===== src/rtl/ras_stack.sv =====
// Return-address stack: circular buffer of {valid, addr} entries addressed by a top pointer.
// A push into a full stack overwrites the oldest entry and pulses overflow_o for one cycle.
module ras_stack #(
  parameter int DEPTH = 2,
  parameter int VLEN  = 64,
  localparam int CW   = $clog2(DEPTH + 1),
  localparam int TW   = (DEPTH > 1) ? $clog2(DEPTH) : 1
) (
  input  logic            clk_i,
  input  logic            rst_i,
  input  logic            flush_i,
  input  logic            push_i,
  input  logic [VLEN-1:0] push_addr_i,
  input  logic            pop_i,
  output logic            top_valid_o,
  output logic [VLEN-1:0] top_addr_o,
  output logic [CW-1:0]   count_o,
  output logic            full_o,
  output logic            empty_o,
  output logic            overflow_o
);

  localparam logic [CW-1:0] DEPTH_C = CW'(DEPTH);
  localparam logic [TW-1:0] LAST_C  = TW'(DEPTH - 1);

  logic [DEPTH-1:0] valid_q;
  logic [VLEN-1:0]  addr_q [DEPTH];
  logic [TW-1:0]    tp_q;
  logic [CW-1:0]    count_q;
  logic             ovf_q;
  logic [TW-1:0]    tp_inc;
  logic [TW-1:0]    tp_dec;
  logic             full;

  // Explicit wrap keeps the pointer modulo DEPTH for non-power-of-two depths.
  always_comb begin
    tp_inc = (tp_q == LAST_C) ? '0 : tp_q + TW'(1);
    tp_dec = (tp_q == '0) ? LAST_C : tp_q - TW'(1);
    full   = (count_q == DEPTH_C);
  end

  always_ff @(posedge clk_i) begin
    if (rst_i) begin
      valid_q <= '0;
      for (int unsigned i = 0; i < DEPTH; i++) addr_q[i] <= '0;
      tp_q    <= '0;
      count_q <= '0;
      ovf_q   <= 1'b0;
    end else begin
      ovf_q <= 1'b0;
      if (flush_i) begin
        valid_q <= '0;
        tp_q    <= '0;
        count_q <= '0;
      end else if (push_i && pop_i) begin
        valid_q[tp_q] <= 1'b1;
        addr_q[tp_q]  <= push_addr_i;
        if (count_q == '0) count_q <= CW'(1);
      end else if (push_i) begin
        tp_q            <= tp_inc;
        valid_q[tp_inc] <= 1'b1;
        addr_q[tp_inc]  <= push_addr_i;
        if (full) ovf_q <= 1'b1;
        else      count_q <= count_q + CW'(1);
      end else if (pop_i && count_q != '0) begin
        valid_q[tp_q] <= 1'b0;
        tp_q          <= tp_dec;
        count_q       <= count_q - CW'(1);
      end
    end
  end

  always_comb begin
    top_valid_o = valid_q[tp_q];
    top_addr_o  = addr_q[tp_q];
    count_o     = count_q;
    full_o      = full;
    empty_o     = (count_q == '0);
    overflow_o  = ovf_q;
  end

endmodule


===== config.mk =====
export PLATFORM = sky130hd
export DESIGN_NAME = ras_stack
export DESIGN_NICKNAME = d
export VERILOG_FILES = /design/src/rtl/ras_stack.sv
export SDC_FILE = /design/constraint.sdc
export NUM_CORES = 1
export LEC_CHECK = 0
export CAP_MARGIN = 10
export CORE_AREA = 4 4 135 137
export CTS_CLUSTER_DIAMETER = 150
export DETAILED_ROUTE_END_ITERATION = 8
export DIE_AREA = 0 0 139 141
export HOLD_SLACK_MARGIN = 0.02
export PLACE_DENSITY = 0.63
export SETUP_SLACK_MARGIN = 0.2
export SLEW_MARGIN = 20
export SYNTH_ARGS = -nofsm -noshare
export SYNTH_HDL_FRONTEND = slang
export SYNTH_SLANG_ARGS = --single-unit
export TNS_END_PERCENT = 100

===== constraint.sdc =====
create_clock -name clk_i -period 3.55 [get_ports clk_i]
set_clock_uncertainty 0.1 [all_clocks]
set_input_delay 0.71 -clock clk_i [delete_from_list [all_inputs] [get_ports clk_i]]
set_output_delay 0.71 -clock clk_i [all_outputs]
set_load 0.005 [all_outputs]

# Yosys cells after proc, flatten, opt, wreduce, memory -nomap -nowiden
# Memory sizes are Yosys's and may differ from the RTL's. A register that Yosys moved wholly into a read port is not among the register bits.
# Cells that the tools add are included.
# word_totals
regBits,6
latchBits,0
mem_bits_rw,128
romBits,0
inputBits,69
out_inout_bits,70
elab_cells,74
n_memories,1
# op_classes
n_addsub,4
multipliers,0
div_mod_pow,0
magnitude_cmp,4
eq_ne,3
shift,0
mux,38
bitwise,6
n_reduce_logical,14
# memory_table
memory,words,width,rd,rd_ports_with_merged_regs,wr,line,text
addr_q,2,64,1,1,2,27,logic [VLEN-1:0] addr_q [DEPTH];
# ops
op,n
$mux 64,2
$reduce_or 64->1,2
$mux 1,26
$mux 2,8
$logic_and 1x1->1,4
$lt 1x2->1 const B,2
$or 2x2->2,2
$reduce_bool 2->1,2
$reduce_or 4->1,1
$ne 3x2->1 const B,1
$reduce_and 3->1,1
$reduce_bool 3->1,1
$add 2x1->2 const B,1
$and 2x2->2,1
$demux 1 s1,2
$eq 2x2->1 const B,1
$ge 1x1->1 const B,2
$logic_not 2->1,1
$ne 2x2->1 const B,1
$not 1->1,2
$not 2->2,1
$reduce_and 2->1,1
$reduce_or 2->1,1
$sub 2x1->2 const B,1
other kinds (2),2

# Longest topological paths before layout
# logic_depth
depth_word,9
depth_mapped,6
depth_no_buf,3

# Worst setup path after synthesis
# No wires, ideal clock.
# synth_timing
path_type,input -> register
start,input port pop_i
end,"memory addr_q[0][0], enable pin"
setup_time_ns,0.394
arrival_time_ns,2.220
required_time_ns,3.056
path_slack_ns,0.836
stages,5
n_path_buf,2
path_cell_list,buf_4 > xnor2_2 > nor3b_2 > buf_4 > or2_2
# synth_rtl
element,line,text
"start, declared",14,"input logic pop_i,"
"end, declared",27,

==> results_dict.tcl <==
set metrics [dict create \
    die_width_um 139 \
    peakVddDrop_mv 0.3081 \
    vias 3433 \
    power.density_nw_per_um2 499.5 \
    syn_avg_cell_area_um2 15.26 \
    finalSetupTns_ns 0 \
    ys_warn_count 0 \
    yosys.area.top_type "edfxtp_1" \
    leakage_uw 0.002963 \
    ys_types 27 \
    route.detailed.drc 0 \
    cap_violations 0 \
    grt_overflow_total 0 \
    crit_path_end_kind "output pin" \
    place_congestion 0.7813 \
    std_cell_rows 48 \
    synth_top_area_share_pct 65.25 \
    areaGrowthSynthToFinish_pct 37.51 \
    ys_ff_latch 135 \
    regToRegStartpoint "tp_q" \
    ctsHtreeMaxLevel 4 \
    timing.final.crit_period_ns 3.003 \
    avgViaCountPerCell 4.493 \
    tightestPinTransition_ns 0.6217 \
    synth_nets 455 \
    clkSlewWorstSetupHoldPaths_ns 0.06 \
    rrSetupSlack_ns 1.65 \
    cp.arrival_ns 2.19 \
    hold_path_depth 2 \
    die_h_um 141 \
    min_from "valid_q[1]" \
    cts_setup_buffers 0 \
    cp_max_fo 34 \
    ant_nets 0 \
    fill_cells 1514 \
    max_freq_mhz 333.0 \
    drive_gt1_share_pct 19.48 \
    fin_util_pct 47.49 \
    wirelength_um 12130 \
    core_area_um2 17060 \
    die_area_um2 19600 \
    cts_buffers 17 \
    syn_inst 386 \
    hold_viol_final 0 \
    clkLatencyLatePin_ns 0.41 \
    fin_crit_sh_pct 84.59 \
    grt_use_total_pct 12.72 \
    rr_endpoint "addr_q[1][48]" \
    max_slew_margin_pct 58.55 \
    diodes 0 \
    start_kind "register" \
    crit_required_ns 2.74 \
    synth-seq-area-share_pct 67.63 \
    start_util_pct 34.54 \
    min_to "valid_q[1]" \
    nNetsFinal 595 \
    antenna_found_initial 0 \
    dr.pass1.iters 4 \
    status "finished, final reports clean" \
    drt_iter0_drc 144 \
    clock-sinks 135 \
    io_pins 139 \
    grt_max_degree 65 \
    place_hpwl_um 7501 \
    setup_viol 0 \
    cts_hold_buf 0 \
    r2r_cells 4 \
    hold_class "register to register" \
    yosys-top-cells-area "edfxtp_1, and2_1, mux2_2" \
    grt_pass1_vias 3735 \
    syn-cell-area_um2 5891 \
    criticalPathCategory "register to output pin" \
    cts.repair.resized 0 \
    wl_per_cell_um 15.87 \
    grt_pass1_wl_um 19390 \
    cts_tree "yes" \
    clk_path_buf_depth 2 \
    rsz0062_at_grt "false" \
    cts-root-buf "clkbuf_16" \
    io_buffer_count 138 \
    slew_viol_final 0 \
]
-- how the worst max path moves through the flow --
stage / start / end / slack (ns) / depth (start not counted)
3_3_place_gp: rst_i / addr_q[0][40] / 0.77 / 5
6_report: register / top_addr_o[55] / 0.55 / 3
2_1_floorplan: pop_i / addr_q[0][0] / 0.84 / 5
4_1_cts: register / top_addr_o[55] / 0.47 / 3
3_5_place_dp: pop_i / addr_q[1][50] / 0.73 / 5
5_1_grt: register / top_addr_o[55] / 0.44 / 3
-- routing by layer --
| metal | track usage, % | wire (µm) | part of all wire (%) | vias to the layer above |
|---|---|---|---|---|
| li1 | - | - | - | 1648 |
| met1 | 15.73 | 5478 | 45 | 1678 |
| met2 | 21.20 | 5946 | 49 | 96 |
| met3 | 3.969 | 561 | 4.6 | 11 |
| met4 | 4.480 | 139 | 1.1 | 0 |
| met5 | 0 | 0 | 0 | - |
-- state kept, by name, indices dropped and copies added, names as in the netlist, named ones only --
signal,count
addr_q,128
count_o,2
valid_q,2
overflow_o,1
tp_q,1
-- logic make-up after synthesis --
group,after synthesis,synth area share [%]
AOI/OAI and AO/OA,11,1.147
xor gates and xnor gates,2,0.4249
buffers and inverters,25,2.740
muxes,67,12.77
and+or+nand+nor,146,15.29
DFF,135,67.63
-- report_power, final --
| part | internal [µW] | total (µW) | switching (µW) |
|---|---|---|---|
| combinational | 239 | 381 | 143 |
| sequential | 1830 | 1860 | 27.4 |
| clock | 1170 | 1800 | 636 |
-- cell usage in the layout, fill, tap and decap left out --
master,n
dfxtp_1,6
mux2_2,65
clkbuf_16,17
and2_1,128
nor2_1,3
clkinvlp_4,2
nor3b_4,1
o21bai_1,1
mux2i_1,2
xor2_1,1
a211oi_1,2
clkinv_2,1
a21oi_1,5
inv_6,1
o21a_1,1
nand2_1,4
inv_1,1
bufinv_16,4
and3_2,1
xnor2_2,1
clkinv_4,2
nand2b_1,2
nor2b_1,2
or2_4,2
clkinv_1,4
clkbuf_1,1
and3_1,1
clkdlybuf4s50_1,138
buf_12,2
o22ai_1,2
buf_4,5
dfxtp_4,1
nor3_1,1
edfxtp_1,128
or2_1,1
-- final cells by class --
type / count / area, µm² / area share (%)
Multi-Input combinational cell: 226 / 1758 / 21.70
Timing Repair Buffer: 145 / 1459 / 18.01
Inverter: 1 / 3.754 / 0.04634
Clock inverter: 14 / 181.4 / 2.240
Tap cell: 225 / 281.5 / 3.475
Clock buffer: 18 / 429.2 / 5.298
Sequential cell: 135 / 3988 / 49.23
-- stage by stage --
stage	cells	instance area (µm²)	hold WS (ns)	total power, µW	worst slack (ns)
2_1_floorplan	386	5891	0.4031	2038	0.8358
3_3_place_gp	732	7490	0.4260	2275	0.7739
3_5_place_dp	732	7490	0.4509	2283	0.7300
4_1_cts	764	8100	0.4606	4102	0.4713
5_1_grt	764	8100	0.4823	4195	0.4395
6_report	764	8100	0.4660	4046	0.5469
-- worst max-delay path, stage by stage (launching register included) --
cell and delay (ns):
dfxtp_4 0.64, buf_12 0.28, mux2_2 0.37, clkdlybuf4s50_1 0.47
-- cells in the mapped netlist (all sizes together) --
library cell  instances
a211oi                2
a21oi                 5
or2                   3
nand2b                2
mux2                 65
and2                128
nand2                 4
o22ai                 2
xnor2                 1
edfxtp              128
o21bai                1
nor2                  3
mux2i                 2
inv                   1
xor2                  1
nor3                  1
clkbuf                8
dfxtp                 7
buf                  16
and3                  2
o21a                  1
nor2b                 2
nor3b                 1
No activity file was read; power rests on OpenSTA's default activity.
